<file path="src/rtl/return_stack_ctrl_pkg.sv">
// Shared controller definitions: {C,Z} flag field layout and default PC width.
package return_stack_ctrl_pkg;

    localparam int unsigned FLAG_W         = 2;
    localparam int unsigned FLAG_C         = 1;
    localparam int unsigned FLAG_Z         = 0;
    localparam int unsigned DEFAULT_ADDR_W = 12;

    // Operation decoded from the push/pop request pair and the current fill level.
    typedef enum logic [2:0] {
        OP_IDLE,
        OP_PUSH,
        OP_PUSH_FULL,
        OP_POP,
        OP_POP_EMPTY,
        OP_REPLACE
    } stack_op_e;

endpackage

</file>
<file path="src/rtl/return_stack_ctrl.sv">
// Subroutine return stack: circular buffer of {address, C/Z flags} entries with
// top pointer + count, sticky overflow/underflow flags and single-cycle push/pop.
module return_stack_ctrl
    import return_stack_ctrl_pkg::*;
#(
    parameter int unsigned ADDR_W   = DEFAULT_ADDR_W,
    parameter int unsigned DEPTH    = 8,
    parameter bit          OVF_WRAP = 1'b0
) (
    input  logic                         clk,
    input  logic                         reset,
    input  logic                         push,
    input  logic                         pop,
    input  logic [ADDR_W-1:0]            push_addr,
    input  logic [FLAG_W-1:0]            push_flags,
    output logic [ADDR_W-1:0]            top_addr,
    output logic [FLAG_W-1:0]            top_flags,
    output logic [$clog2(DEPTH+1)-1:0]   count,
    output logic                         empty,
    output logic                         full,
    output logic                         overflow,
    output logic                         underflow,
    input  logic                         err_clear
);

    localparam int unsigned CW = $clog2(DEPTH + 1);
    localparam int unsigned PW = $clog2(DEPTH);
    localparam logic [CW-1:0] FULL_CNT = CW'(DEPTH);

    typedef struct packed {
        logic [ADDR_W-1:0] addr;
        logic [FLAG_W-1:0] flags;
    } entry_t;

    entry_t          mem_q [DEPTH];
    logic [PW-1:0]   top_q, top_d;
    logic [CW-1:0]   count_q, count_d;
    logic            ovf_q, ovf_d;
    logic            unf_q, unf_d;

    logic            mem_we;
    logic [PW-1:0]   mem_waddr;
    entry_t          mem_wdata;
    logic            ovf_set, unf_set;
    stack_op_e       op;
    entry_t          top_entry;

    logic            is_empty, is_full;

    assign is_empty = (count_q == '0);
    assign is_full  = (count_q == FULL_CNT);

    // Classify the request; the simultaneous push+pop on an empty stack degrades to a push.
    always_comb begin
        op = OP_IDLE;
        if (push && pop) begin
            op = is_empty ? OP_PUSH : OP_REPLACE;
        end else if (push) begin
            op = is_full ? OP_PUSH_FULL : OP_PUSH;
        end else if (pop) begin
            op = is_empty ? OP_POP_EMPTY : OP_POP;
        end
    end

    // Next-state pointer/count, entry write port and error-flag updates.
    always_comb begin
        top_d     = top_q;
        count_d   = count_q;
        mem_we    = 1'b0;
        mem_waddr = top_q + 1'b1;
        mem_wdata = '{addr: push_addr, flags: push_flags};
        ovf_set   = 1'b0;
        unf_set   = push && pop && is_empty;

        unique case (op)
            OP_PUSH: begin
                mem_we  = 1'b1;
                top_d   = top_q + 1'b1;
                count_d = count_q + 1'b1;
            end
            OP_PUSH_FULL: begin
                ovf_set = 1'b1;
                if (OVF_WRAP) begin
                    mem_we = 1'b1;
                    top_d  = top_q + 1'b1;
                end
            end
            OP_POP: begin
                top_d   = top_q - 1'b1;
                count_d = count_q - 1'b1;
            end
            OP_POP_EMPTY: begin
                unf_set = 1'b1;
            end
            OP_REPLACE: begin
                mem_we    = 1'b1;
                mem_waddr = top_q;
            end
            default: begin
            end
        endcase

        // A new error event in the same cycle as err_clear takes priority.
        ovf_d = ovf_set | (ovf_q & ~err_clear);
        unf_d = unf_set | (unf_q & ~err_clear);
    end

    // Control state: asynchronously cleared, storage contents are left alone.
    always_ff @(posedge clk or negedge reset) begin
        if (!reset) begin
            top_q   <= '0;
            count_q <= '0;
            ovf_q   <= 1'b0;
            unf_q   <= 1'b0;
        end else begin
            top_q   <= top_d;
            count_q <= count_d;
            ovf_q   <= ovf_d;
            unf_q   <= unf_d;
        end
    end

    // Entry array write port; an empty stack masks stale contents on the outputs.
    always_ff @(posedge clk) begin
        if (mem_we) begin
            mem_q[mem_waddr] <= mem_wdata;
        end
    end

    assign top_entry = mem_q[top_q];
    assign top_addr  = is_empty ? '0 : top_entry.addr;
    assign top_flags = is_empty ? '0 : top_entry.flags;
    assign count     = count_q;
    assign empty     = is_empty;
    assign full      = is_full;
    assign overflow  = ovf_q;
    assign underflow = unf_q;

endmodule

</file>
<file path="config.mk">
export PLATFORM = sky130hd
export DESIGN_NAME = return_stack_ctrl
export DESIGN_NICKNAME = d
export VERILOG_FILES = /design/src/rtl/return_stack_ctrl_pkg.sv /design/src/rtl/return_stack_ctrl.sv
export SDC_FILE = /design/constraint.sdc
export NUM_CORES = 1
export LEC_CHECK = 0
export ABC_AREA = 1
export CAP_MARGIN = 40
export CORE_ASPECT_RATIO = 0.7
export CORE_MARGIN = 8
export CORE_UTILIZATION = 60
export CTS_BUF_LIST = sky130_fd_sc_hd__clkbuf_4
export DETAILED_ROUTE_END_ITERATION = 6
export PLACE_DENSITY_LB_ADDON = 0.08
export REMOVE_ABC_BUFFERS = 1
export SYNTH_ARGS = -nofsm -noshare
export SYNTH_HDL_FRONTEND = slang
export SYNTH_SLANG_ARGS = --single-unit
</file>
<file path="constraint.sdc">
create_clock -name clk -period 3.9 [get_ports clk]
set_input_delay 0.78 -clock clk [delete_from_list [all_inputs] [get_ports clk]]
set_output_delay 0.78 -clock clk [all_outputs]
set_load 0.1 [all_outputs]
</file>
==> impl_metrics.toml, run 1 <==
[route]
vias = 3427
drt_first_pass_iters = 5
routed_wl_um = 11500
drt_iter0_drc = 404
drc = 0
antenna_left = 0
post_drt_via_cell_ratio = 5.83
routedWlPerCell_um = 19.6

[setup_path]
crit_arrival_ns = 2.59
r2r-end = "mem_q[6][2]$_DFFE_PP_"
rr_startpoint = "top_q[0]$_DFFE_PN0P_"
critPathKind = "reg -> out"
cpMaxStageDelayCell = "inv_1"
path_common_cell = "nor2_1"
rr_worst_depth = 10
worstSetupStartpoint = "top_q[0]$_DFFE_PN0P_"
worstPathCellList = "inv_1, buf_4, o21ai_0, o22ai_1, nor2_1, nor2_1, buf_12"
cp.required_ns = 3.12
crit_path_start_kind = "flip-flop"
worstPathMaxFanout = 24
rrSetupSlack_ns = 1.12
cp-end-kind = "primary output"
crit_path_max_incr_delay_ns = 0.57

[sta]
hold_viol = 0
clock_skew_ns = 0.0141
slew_headroom_pct = 47.9
fin_crit_ns = 3.37
tns_ns = 0
worst_pin_slew_ns = 0.780
rsz0062_at_grt = "false"
clock.fmax_mhz = 297
report.final.setup_viol = 0
slew_violations = 0
period_share_pct = 86.4

[synthesis]
synth_compound_area_share_pct = 12.0
synth_area_mm2 = 0.00502
ys_seq_elements = 121
synth_top_family_by_area = "compound AO/OA/AOI/OAI gates"
yosys.area_share.simple_pct = 11.2
synth-seq-area-share_pct = 71.4
yosysWarningCount = 0
synth_xor_xnor_area_share_pct = 1.20
synth.mux.area_fraction_pct = 0
syn_area_per_cell_um2 = 12.2
synthDistinctLibCells = 27
synth_fa_ha_area_share_pct = 0.747
syn_inst = 411

[floorplanning]
die_area_mm2 = 0.0116
io_pins = 41
die_y_um = 92.6
rows = 28
core-area_mm2 = 0.00830
start_util_pct = 60.5
die_width_um = 125

[final_layout]
final-instance-count-excl-fill = 588
area_growth_syn_to_layout_pct = 21.7
nets = 492
insertedDiodeCount = 0
drive_gt1_share_pct = 17.8
layout_common_cells = "edfxtp_1, nor2_1, o21ai_0"
layout_commonest_cell = "edfxtp_1"
final.fill_count = 563

[global_route]
grt_usage_pct = 20.8
grt_pass1_vias = 3402
grt_pass1_wl_um = 18400
grt_max_degree = 59
antenna_found_initial = 0
gr-total-overflow = 0

[clock_tree]
clkLatencyLatePin_ns = 0.51
ctsHoldBuffers = 0
cts_max_path_buffers = 2
clock_sinks = 121
post_cts_resize_count = 0
clk_root_buffer_cell = "clkbuf_4"
cts_setup_buffers = 0
cts_tree = "built"
cts_made_buffers = 17
h-tree-depth = 4
clkSlewWorstSetupHoldPaths_ns = 0.11

[run_status]
status = "complete, no violations"

[job]
drv_cap = 0

[place]
routabilityCongestion = 0.851
hpwl_um = 7180
io_buffers = 40
dp.cells = 556

[worst_hold_path]
hold_end = "underflow$_DFF_PN0_"
hold_class = "reg -> reg"
whs_path_depth = 2
min-delay-start = "underflow$_DFF_PN0_"
==> area by class of cell <==
cell class	count	area [um^2]	share of cell area (%)
Clock buffer	17	128	2.09
Tap cell	105	131	2.15
Multi-Input combinational cell	249	1260	20.7
Timing Repair Buffer	63	778	12.7
Inverter	18	67.6	1.10
Clock inverter	15	159	2.60
Sequential cell	121	3590	58.7
==> flip-flops by register name (all words and copies together), names as in the netlist <==
| register | count |
|---|---|
| top_q | 3 |
| overflow | 1 |
| underflow | 1 |
| mem_q | 112 |
| count | 4 |
==> stage by stage <==
stage	utilization, %	hold slack [ns]	worst slack [ns]	cell area, um^2
after floorplan	-	0.484	-0.305	4920
after global placement	69.0	0.505	0.985	5730
after detailed placement	70.2	0.533	0.915	5830
after CTS	73.7	0.550	0.509	6120
after global routing	73.7	0.579	0.330	6120
final	73.7	0.557	0.530	6120
==> kinds of logic (layout without fill, tap and decap cells) <==
logic type | after synthesis | in the layout
AOI/OAI and AO/OA | 110 | 110
DFF | 121 | 121
buffers and inverters | 41 | 113
and+or+nand+nor | 130 | 130
adders and majority gates | 3 | 3
xor gates and xnor gates | 6 | 6
==> synth_stat cells, drive strengths merged <==
master / n / share of area, %
nand4: 1 / 0.12
nand2: 23 / 2.1
ha: 3 / 0.75
edfxtp: 112 / 67
nor2: 97 / 7.2
nor4: 1 / 0.25
nand3: 7 / 1.1
o21bai: 1 / 0.22
o21ai: 79 / 8.0
inv: 18 / 1.3
o22ai: 30 / 3.7
dfrtp: 9 / 4.5
clkbuf: 12 / 0.90
xor2: 3 / 0.67
xnor2: 3 / 0.52
nand3b: 1 / 0.40
buf: 11 / 1.2
==> worst max-delay path: cells and delay by family (launching register included) <==
| family | cells | cell delay [ns] |
|---|---|---|
| buffers and inverters | 3 | 1.11 |
| flip-flops | 1 | 0.39 |
| AND/OR/NAND/NOR | 2 | 0.30 |
| AO/OA/AOI/OAI | 2 | 0.29 |
==> per-layer routing <==
| metal | global-route usage [%] | share of wire [%] | up-vias |
|---|---|---|---|
| li1 | - | - | 1601 |
| met1 | 27.5 | 43 | 1641 |
| met2 | 31.9 | 45 | 163 |
| met3 | 5.74 | 9.2 | 22 |
| met4 | 9.69 | 2.1 | 0 |
| met5 | 0 | 0 | - |
==> worst max path at each step <==
stage               depth (start not counted)                     end  slack, ns
floorplan                                   5             top_addr[0]      -0.30
global placement                            6  mem_q[6][12]$_DFFE_PP_       0.99
detailed placement                          6  mem_q[6][12]$_DFFE_PP_       0.92
CTS                                         7             top_addr[6]       0.51
global route                                7             top_addr[6]       0.33
finish                                      7             top_addr[6]       0.53
Power of run 1 is not shown: default switching activity piles up to over one toggle a cycle in this logic, so the estimate is an artifact.
==> run 2, diff against run 1 <==
--- a/config.mk
+++ b/config.mk
@@ -9,7 +9,7 @@
 export CAP_MARGIN = 40
 export CORE_ASPECT_RATIO = 0.7
 export CORE_MARGIN = 8
-export CORE_UTILIZATION = 60
+export CORE_UTILIZATION = 43
 export CTS_BUF_LIST = sky130_fd_sc_hd__clkbuf_4
 export DETAILED_ROUTE_END_ITERATION = 6
 export PLACE_DENSITY_LB_ADDON = 0.08
==> impl_metrics.toml, run 2 (synthesized netlist as in run 1, its figures left out) <==
[run_status]
status = "complete, no violations"

[floorplanning]
core-area_mm2 = 0.0116
die_y_um = 106
start_util_pct = 43.5
die_width_um = 145
rows = 33
die_area_mm2 = 0.0155
io_pins = 41

[final_layout]
final-instance-count-excl-fill = 640
largest_reg_flops = 112
insertedDiodeCount = 0
drive_gt1_share_pct = 17.6
layout_commonest_cell = "edfxtp_1"
layout_common_cells = "edfxtp_1, nor2_1, o21ai_0"
regMostFlops = "mem_q"
area_growth_syn_to_layout_pct = 22.5
nets = 492

[clock_tree]
clk_root_buffer_cell = "clkbuf_4"
cts_max_path_buffers = 2
clkSlewWorstSetupHoldPaths_ns = 0.09
cts_tree = "built"
clkLatencyLatePin_ns = 0.52
cts_setup_buffers = 0
ctsHoldBuffers = 0
h-tree-depth = 4
clock_sinks = 121
cts_made_buffers = 17
post_cts_resize_count = 0

[global_route]
gr-total-overflow = 0
grt_max_degree = 59
grt_usage_pct = 15.5
grt_pass1_wl_um = 18200
grt_pass1_vias = 3189
antenna_found_initial = 0

[place]
routabilityCongestion = 0.759
dp.cells = 608
io_buffers = 40
place_ws_ns = 0.841
hpwl_um = 7230

[route]
drc = 0
antenna_left = 0
drt_iter0_drc = 288
drt_first_pass_iters = 5
routedWlPerCell_um = 18.0
vias = 3305
routed_wl_um = 11600
post_drt_via_cell_ratio = 5.16

[sta]
clock.fmax_mhz = 298
period_share_pct = 86.1
clock_skew_ns = 0.0234
worst_pin_slew_ns = 0.817
slew_violations = 0
hold_viol = 0
fin_crit_ns = 3.36
rsz0062_at_grt = "false"
slew_headroom_pct = 45.5
setup_ws_ns = 0.542
report.final.setup_viol = 0

[setup_path]
crit_arrival_ns = 2.58
cp-end-kind = "primary output"
worstPathMaxFanout = 36
critPathKind = "reg -> out"
crit_path_start_kind = "flip-flop"
cp.required_ns = 3.12

[worst_hold_path]
hold_class = "reg -> reg"

[job]
drv_cap = 0
-- run 2: final cells by class --
cell class | instances | area, um^2
Sequential cell | 121 | 3590
Timing Repair Buffer | 63 | 778
Clock inverter | 12 | 110
Inverter | 18 | 67.6
Tap cell | 157 | 196
Clock buffer | 20 | 150
Multi-Input combinational cell | 249 | 1260
Fill cell | 1000 | 5410
-- run 2: metrics by stage --
stage                     utilization (%)  instance area, um^2  setup TNS (ns)  hold WS (ns)
after floorplan                         -                 4920           -6.40         0.484
after global placement               50.2                 5800               0         0.540
after detailed placement             51.0                 5890               0         0.520
after CTS                            53.2                 6150               0         0.535
after global routing                 53.2                 6150               0         0.545
final                                53.2                 6150               0         0.536
-- run 2: critical path, cell delays in order, from the launching register on --
cell and delay, ns:
dfrtp_1 0.40, inv_1 0.60, buf_12 0.28, o21ai_0 0.10, o22ai_1 0.21, nor2_1 0.07, nor2_1 0.19, buf_12 0.20
-- run 2: final timing paths --
| kind | from | endpoint | slack, ns | cells past startpoint |
|---|---|---|---|---|
| worst max-delay path | top_q[0]$_DFFE_PN0P_ | top_flags[1] | 0.54 | 7 |
| worst min-delay path | underflow$_DFF_PN0_ | underflow$_DFF_PN0_ | 0.54 | 2 |
| worst max register to register | top_q[0]$_DFFE_PN0P_ | mem_q[0][10]$_DFFE_PP_ | 1.06 | 8 |
| worst min register to register | underflow$_DFF_PN0_ | underflow$_DFF_PN0_ | 0.54 | 2 |
| max in group asynchronous | reset | underflow$_DFF_PN0_ | 2.99 | 1 |
| min in group asynchronous | reset | count[2]$_DFFE_PN0P_ | 0.57 | 1 |
-- run 2: layer usage --
metal	share of wire [%]	up-vias	GRT usage [%]
li1	-	1601	-
met1	49	1550	22.5
met2	42	144	21.6
met3	8.1	10	5.09
met4	0.69	0	4.89
met5	0	-	0
Power of run 2 is left out for the same reason.
==> run 3, diff against run 2 <==
--- a/config.mk
+++ b/config.mk
@@ -12,6 +12,7 @@
 export CORE_UTILIZATION = 43
 export CTS_BUF_LIST = sky130_fd_sc_hd__clkbuf_4
 export DETAILED_ROUTE_END_ITERATION = 6
+export HOLD_SLACK_MARGIN = 0.1
 export PLACE_DENSITY_LB_ADDON = 0.08
 export REMOVE_ABC_BUFFERS = 1
 export SYNTH_ARGS = -nofsm -noshare
==> results of run 3 <==
The final DEF is identical to that of run 2; final timing and power are the same.
Power of run 3 is left out for the same reason.
